[config.mk]
export PLATFORM = sky130hd
export DESIGN_NAME = soduku_board_streamer_flat
export DESIGN_NICKNAME = d
export VERILOG_FILES = /design/src/rtl/soduku_board_streamer_if.sv /design/src/rtl/soduku_board_streamer.sv /design/src/flat_wrapper.sv
export SDC_FILE = /design/constraint.sdc
export NUM_CORES = 1
export LEC_CHECK = 0
export ABC_AREA = 1
export CORE_MARGIN = 3
export CORE_UTILIZATION = 30
export DETAILED_ROUTE_END_ITERATION = 8
export PLACE_DENSITY_LB_ADDON = 0.05
export RECOVER_POWER = 25
export SETUP_SLACK_MARGIN = 0.1
export SLEW_MARGIN = 20
export SYNTH_ARGS = -nofsm -noshare
export SYNTH_HDL_FRONTEND = slang
export SYNTH_SLANG_ARGS = --single-unit
[constraint.sdc]
create_clock -name clk_in -period 10.1 [get_ports clk_in]
set_clock_uncertainty 0.15 [all_clocks]
set_input_delay 1.01 -clock clk_in [delete_from_list [all_inputs] [get_ports clk_in]]
set_output_delay 1.01 -clock clk_in [all_outputs]
set_load 0.01 [all_outputs]
[src/rtl/soduku_board_streamer_if.sv]
// Cell stream interface between the board streamer and its consumers
// (display writer, UART formatter).
//
// One beat carries one cell value plus its grid coordinates.
// A beat transfers on a rising edge where cell_valid_out and cell_ready_in
// are both high.
//
// Signals:
//   cell_valid_out  producer -> consumer  a beat is present
//   cell_ready_in   consumer -> producer  the consumer accepts the beat
//   cell_value_out  producer -> consumer  BCD cell value, 0 = unsolved
//   cell_row_out    producer -> consumer  row index (4'hF on a checksum beat)
//   cell_col_out    producer -> consumer  column index (4'hF on a checksum beat)
//   last_out        producer -> consumer  marks the final beat of a stream
//
// Modports: master = the streamer, slave = a consumer.
interface soduku_board_streamer_if #(
  parameter int CELL_W = 4
);
  logic              cell_valid_out;
  logic              cell_ready_in;
  logic [CELL_W-1:0] cell_value_out;
  logic [3:0]        cell_row_out;
  logic [3:0]        cell_col_out;
  logic              last_out;

  modport master (
    output cell_valid_out,
    input  cell_ready_in,
    output cell_value_out,
    output cell_row_out,
    output cell_col_out,
    output last_out
  );

  modport slave (
    input  cell_valid_out,
    output cell_ready_in,
    input  cell_value_out,
    input  cell_row_out,
    input  cell_col_out,
    input  last_out
  );
endinterface

[src/rtl/soduku_board_streamer.sv]
// Board streamer: snapshots the packed 324-bit solved board and streams it
// out one cell per valid/ready handshake, row-major, (0,0) first.
//
// Optional feature (compile-time macro SODUKU_STREAM_CHECKSUM_EN):
//   when defined, one extra beat follows cell (8,8) carrying the sum of all
//   81 snapshot cells mod 16, with row = col = 4'hF and last_out set.
//   When undefined, the stream is 81 beats and last_out marks (8,8).
//
// Ports:
//   clk_in     system clock, rising edge
//   reset_in   asynchronous, active-high reset
//   board_in   packed board, cell (r,c) at [323-4*(9r+c) -: 4]
//   start_in   snapshot board_in and begin a stream (honoured in IDLE only)
//   abort_in   synchronous abort of the stream in progress
//   busy_out   high from snapshot until the final transfer
//   done_out   one-cycle pulse after a completed (not aborted) stream
//   cell_if    cell stream, master side
module soduku_board_streamer #(
  parameter int GRID_SIZE = 9,
  parameter int CELL_W    = 4
) (
  input  logic                                  clk_in,
  input  logic                                  reset_in,
  input  logic [CELL_W*GRID_SIZE*GRID_SIZE-1:0] board_in,
  input  logic                                  start_in,
  input  logic                                  abort_in,
  output logic                                  busy_out,
  output logic                                  done_out,
  soduku_board_streamer_if.master               cell_if
);

  localparam int         BOARD_W  = CELL_W * GRID_SIZE * GRID_SIZE;
  localparam logic [3:0] LAST_IDX = 4'(GRID_SIZE - 1);

  typedef enum logic [1:0] {
    ST_IDLE  = 2'd0,
    ST_SEND  = 2'd1,
`ifdef SODUKU_STREAM_CHECKSUM_EN
    ST_CKSUM = 2'd2,
`endif
    ST_DONE  = 2'd3
  } state_t;

  state_t             state;
  // Snapshot is consumed by shifting left one cell per transfer, so the next
  // cell to present is always in the nibble just below the top one.
  logic [BOARD_W-1:0] snap;
  logic               valid;
  logic [CELL_W-1:0]  value;
  logic [3:0]         row;
  logic [3:0]         col;
  logic               last;

  logic               xfer;
  logic [3:0]         nxt_row;
  logic [3:0]         nxt_col;
  logic               at_final_cell;
  logic               nxt_is_final_cell;

`ifdef SODUKU_STREAM_CHECKSUM_EN
  // 81 cells of up to 15 each reach 1215, so 11 bits never wrap.
  localparam int SUM_W = 11;
  logic [SUM_W-1:0] sum;
  logic [SUM_W-1:0] sum_nxt;

  function automatic logic [CELL_W-1:0] cksum_trunc(input logic [SUM_W-1:0] s);
    return s[CELL_W-1:0];
  endfunction

  assign sum_nxt = sum + {{(SUM_W-CELL_W){1'b0}}, value};
`endif

  assign xfer              = valid && cell_if.cell_ready_in;
  assign at_final_cell     = (row == LAST_IDX) && (col == LAST_IDX);
  assign nxt_col           = (col == LAST_IDX) ? 4'd0 : col + 4'd1;
  assign nxt_row           = (col == LAST_IDX) ? row + 4'd1 : row;
  assign nxt_is_final_cell = (nxt_row == LAST_IDX) && (nxt_col == LAST_IDX);

  always_ff @(posedge clk_in or posedge reset_in) begin
    if (reset_in) begin
      state    <= ST_IDLE;
      snap     <= '0;
      valid    <= 1'b0;
      value    <= '0;
      row      <= '0;
      col      <= '0;
      last     <= 1'b0;
      busy_out <= 1'b0;
      done_out <= 1'b0;
`ifdef SODUKU_STREAM_CHECKSUM_EN
      sum      <= '0;
`endif
    end else begin
      case (state)
        ST_IDLE: begin
          done_out <= 1'b0;
          // start beats a simultaneous abort; abort alone does nothing here
          if (start_in) begin
            state    <= ST_SEND;
            snap     <= board_in;
            value    <= board_in[BOARD_W-1 -: CELL_W];
            row      <= '0;
            col      <= '0;
            last     <= 1'b0;
            valid    <= 1'b1;
            busy_out <= 1'b1;
`ifdef SODUKU_STREAM_CHECKSUM_EN
            sum      <= '0;
`endif
          end
        end

        ST_SEND: begin
          // abort wins over a simultaneous transfer
          if (abort_in) begin
            state    <= ST_IDLE;
            valid    <= 1'b0;
            last     <= 1'b0;
            busy_out <= 1'b0;
          end else if (xfer) begin
`ifdef SODUKU_STREAM_CHECKSUM_EN
            sum <= sum_nxt;
`endif
            if (at_final_cell) begin
`ifdef SODUKU_STREAM_CHECKSUM_EN
              state <= ST_CKSUM;
              value <= cksum_trunc(sum_nxt);
              row   <= 4'hF;
              col   <= 4'hF;
              last  <= 1'b1;
`else
              state    <= ST_DONE;
              valid    <= 1'b0;
              value    <= '0;
              row      <= '0;
              col      <= '0;
              last     <= 1'b0;
              busy_out <= 1'b0;
              done_out <= 1'b1;
`endif
            end else begin
              snap  <= {snap[BOARD_W-CELL_W-1:0], {CELL_W{1'b0}}};
              value <= snap[BOARD_W-CELL_W-1 -: CELL_W];
              row   <= nxt_row;
              col   <= nxt_col;
`ifdef SODUKU_STREAM_CHECKSUM_EN
              last  <= 1'b0;
`else
              last  <= nxt_is_final_cell;
`endif
            end
          end
        end

`ifdef SODUKU_STREAM_CHECKSUM_EN
        ST_CKSUM: begin
          if (abort_in) begin
            state    <= ST_IDLE;
            valid    <= 1'b0;
            last     <= 1'b0;
            busy_out <= 1'b0;
          end else if (xfer) begin
            state    <= ST_DONE;
            valid    <= 1'b0;
            value    <= '0;
            row      <= '0;
            col      <= '0;
            last     <= 1'b0;
            busy_out <= 1'b0;
            done_out <= 1'b1;
          end
        end
`endif

        ST_DONE: begin
          // start is deliberately not looked at here
          state    <= ST_IDLE;
          done_out <= 1'b0;
        end

        default: begin
          state    <= ST_IDLE;
          valid    <= 1'b0;
          last     <= 1'b0;
          busy_out <= 1'b0;
          done_out <= 1'b0;
        end
      endcase
    end
  end

`ifndef SODUKU_STREAM_CHECKSUM_EN
  // next-cell lookahead is only needed to flag (8,8) as last in this build
  logic unused_ok;
  assign unused_ok = nxt_is_final_cell;
`endif

  assign cell_if.cell_valid_out = valid;
  assign cell_if.cell_value_out = value;
  assign cell_if.cell_row_out   = row;
  assign cell_if.cell_col_out   = col;
  assign cell_if.last_out       = last;

endmodule

[src/flat_wrapper.sv]
// flat-port wrapper written by rule: the top's interface ports become plain ports
module soduku_board_streamer_flat 
#(
  parameter int GRID_SIZE = 9,
  parameter int CELL_W    = 4
)
  (clk_in, reset_in, board_in, start_in, abort_in, busy_out, done_out, cell_if_cell_valid_out, cell_if_cell_ready_in, cell_if_cell_value_out, cell_if_cell_row_out, cell_if_cell_col_out, cell_if_last_out);
  soduku_board_streamer_if #(.CELL_W(CELL_W)) cell_if_i ();
  input  logic clk_in;
  input  logic reset_in;
  input  logic [CELL_W*GRID_SIZE*GRID_SIZE-1:0] board_in;
  input  logic start_in;
  input  logic abort_in;
  output logic busy_out;
  output logic done_out;
  output wire logic [$bits(cell_if_i.cell_valid_out)-1:0] cell_if_cell_valid_out;
  input wire logic [$bits(cell_if_i.cell_ready_in)-1:0] cell_if_cell_ready_in;
  output wire logic [$bits(cell_if_i.cell_value_out)-1:0] cell_if_cell_value_out;
  output wire logic [$bits(cell_if_i.cell_row_out)-1:0] cell_if_cell_row_out;
  output wire logic [$bits(cell_if_i.cell_col_out)-1:0] cell_if_cell_col_out;
  output wire logic [$bits(cell_if_i.last_out)-1:0] cell_if_last_out;
  assign cell_if_cell_valid_out = cell_if_i.cell_valid_out;
  assign cell_if_i.cell_ready_in = cell_if_cell_ready_in;
  assign cell_if_cell_value_out = cell_if_i.cell_value_out;
  assign cell_if_cell_row_out = cell_if_i.cell_row_out;
  assign cell_if_cell_col_out = cell_if_i.cell_col_out;
  assign cell_if_last_out = cell_if_i.last_out;
  soduku_board_streamer #(.GRID_SIZE(GRID_SIZE), .CELL_W(CELL_W)) u_core (.clk_in(clk_in), .reset_in(reset_in), .board_in(board_in), .start_in(start_in), .abort_in(abort_in), .busy_out(busy_out), .done_out(done_out), .cell_if(cell_if_i));
endmodule
==> flow_summary.ini <==
[pwr]
sw_frac_of_total_pct = 31.2
pwr-share-comb_pct = 26.2
power_switching_mw = 1.45
power.share.clock_pct = 32.5
p_leak_nw = 9.80
ir_drop_v = 0.000111
pwr-share-seq_pct = 41.3
p_int_mw = 3.19
p_per_area_nw_per_um2 = 215
finalPower_mw = 4.64

[global_route]
first_global_vias = 13818
grt_pass1_wl_um = 73200
gr-usage-met1_pct = 21.7
grt.met2_usage_pct = 24.8
overflow = 0
grt_max_degree = 258
grt.busiest_layer = met2
antenna_found_initial = 3
grt_util_all_layers_pct = 15.6
use_met3_pct = 3.27

[critical_path]
critPathCaptureType = asynchronous set/reset pin
required_ps = 10480
endpoint = u_core.snap[241]
ff2ff_setup_slack_ps = 6430
critPathLaunchType = primary input
cp.arrival_ps = 5100
crit_path_start = reset_in
reg2reg_depth = 10
worstReg2RegStart = u_core.state[1]
timing.rr.end = u_core.snap[166]
path_max_fanout = 160
path_class = in -> async

[sta]
layout_min_cycle_time_ps = 4730
relSlewSlack_pct = -20.7
fmax_ghz = 0.212
setup_violations = 0
worstMarginPinSlew_ps = 1810
finalSetupTns_ps = 0
hold_viol_final = 0
setup_ws_ps = 5370
report.final.slew_viol_count = 32
rsz0062_at_grt = false
fin_crit_sh_pct = 46.8

[floorplan]
io-pin-count = 345
core_um2 = 54200
die_area_um2 = 58200
die_w_um = 241
initial_utilization_pct = 30.6
rows = 85
dieHeight_um = 241

[clock_tree]
clk_latency_ps = 550
numCtsBuffers = 42
cts_hold_buf = 0
cts.repair.resized = 0
cts_sinks = 337
cts_tree = built
cts_buffer_depth = 3
path_clk_slew_ps = 50
cts_root_buf = clkbuf_16
cts_max_level = 2
cts_setup_buffers = 0

[yosys]
synth_nets = 2507
ys_ff_latch = 337
syn_area_per_cell_um2 = 7.64
synthSimpleGateAreaFrac_pct = 16.4
synth_top_family_by_area = compound AO/OA/AOI/OAI gates
yosysWarnings = 0
synthXorXnorAreaFrac_pct = 0.0527
synth_fa_ha_area_share_pct = 0.301
synth.area.mux_share_pct = 0
netlist_instances = 2174
synth_area_um2 = 16600
synth.distinct_cells = 23
synth_compound_area_share_pct = 19.7
ys_seq_area_share_pct = 50.8

[detailed_routing]
drt_first_pass_iters = 5
vias_per_cell = 4.46
drt_iter0_markers = 876
drc_errors = 0
routed-via-count = 14056
wl_per_cell_um = 14.6
final_antenna_net_count = 0
wl_um = 46100

[run_status]
violations = max-capacitance violations, max-slew violations
status = finished, violations left

[worst_hold_path]
hold_path.class = reg -> reg
hold_path.startpoint = u_core.done_out

[place]
portBuffers = 344
place_ws_ps = 5780
dp_hpwl_um = 29900
place_congestion = 0.736

[flow_run]
drv_cap = 1

[layout]
final_common_cell = nand2_1
drive_gt1_share_pct = 3.46
most-common-layout-cells = nand2_1 (662), o21ai_0 (382), clkdlybuf4s50_1 (343), dfrtp_1 (337), inv_1 (329)
final_nets = 2761
synthToLayoutAreaGrowth_pct = 30.0
[cell families (layout without fill, tap and decap cells)]
family | Yosys count | count (layout)
simple gates | 704 | 704
compound gates | 653 | 653
buf+inv | 475 | 757
flops | 337 | 337
fa+ha+maj | 4 | 4
xor+xnor | 1 | 1
other cells | 0 | 2
[power by group through the flow]
stage | Sequential [mW] | Combinational, mW | Clock [mW]
after global placement | 1.93 | 1.21 | 0
after floorplan | 1.92 | 0.908 | 0
after detailed placement | 1.94 | 1.23 | 0
after CTS | 1.92 | 1.24 | 1.57
after global routing | 1.96 | 1.44 | 1.62
final | 1.91 | 1.22 | 1.51
[cell usage after synthesis]
cell type,instances,area (um^2)
buf_8,1,15.0
or2_2,1,6.26
nand2_1,662,2480
nand4_1,3,18.8
xor2_1,1,8.76
inv_1,330,1240
a21oi_1,9,45.0
buf_1,5,18.8
dfrtp_1,337,8430
buf_4,29,218
clkbuf_1,71,267
o22ai_1,6,37.5
nor2_4,2,22.5
ha_1,4,50.1
inv_2,3,11.3
nand3_1,16,80.1
o21ai_1,256,1280
nor2_1,13,48.8
buf_6,26,293
buf_2,10,50.1
nand2_2,5,31.3
o21ai_0,382,1910
nand3_4,2,35.0
[critical path: stages]
cell	delay [ps]
dlygate4sd3_1	550
clkinvlp_2	390
clkbuf_1	1350
buf_4	900
buf_12	680
[registers in the layout, indices dropped and copies added, names as in the netlist]
| signal | count |
|---|---|
| u_core.snap | 320 |
| u_core.cell_if.cell_col_out | 4 |
| u_core.cell_if.cell_row_out | 4 |
| u_core.cell_if.cell_value_out | 4 |
| u_core.state | 2 |
| u_core.busy_out | 1 |
| u_core.cell_if.last_out | 1 |
| u_core.done_out | 1 |
[metrics by stage]
step	hold slack (ps)	cell area [um^2]	util, %	cells
detailed placement	327	20200	37.3	3079
global placement	322	20200	37.3	3079
CTS	342	21600	39.8	3151
floorplan	326	16600	-	2174
global route	368	21600	39.8	3152
finish	334	21600	39.8	3154
[per-layer routing]
| layer | vias up | part of all wire (%) |
|---|---|---|
| met1 | 6439 | 48 |
| met3 | 59 | 4.7 |
| met4 | 4 | 1.8 |
| met5 | - | 0.059 |
| met2 | 239 | 46 |
| li1 | 7315 | - |
[worst min path at each step]
stage	end	slack [ps]	depth (start not counted)
2_1_floorplan	u_core.snap[316]	330	2
3_3_place_gp	u_core.cell_if.last_out	320	2
3_5_place_dp	u_core.cell_if.last_out	330	2
4_1_cts	u_core.done_out	340	2
5_1_grt	u_core.done_out	370	2
6_report	u_core.done_out	330	2
[cell type report]
| type | count | area (um^2) |
|---|---|---|
| Tap cell | 696 | 871 |
| Timing Repair Buffer | 352 | 3560 |
| Fill cell | 5718 | 32600 |
| Clock inverter | 10 | 103 |
| Multi-Input combinational cell | 1362 | 6090 |
| Sequential cell | 337 | 8430 |
| Inverter | 333 | 1250 |
| Clock buffer | 62 | 1280 |
| Antenna cell | 2 | 5.00 |
Note: power is estimated with default switching activity, not from simulation.
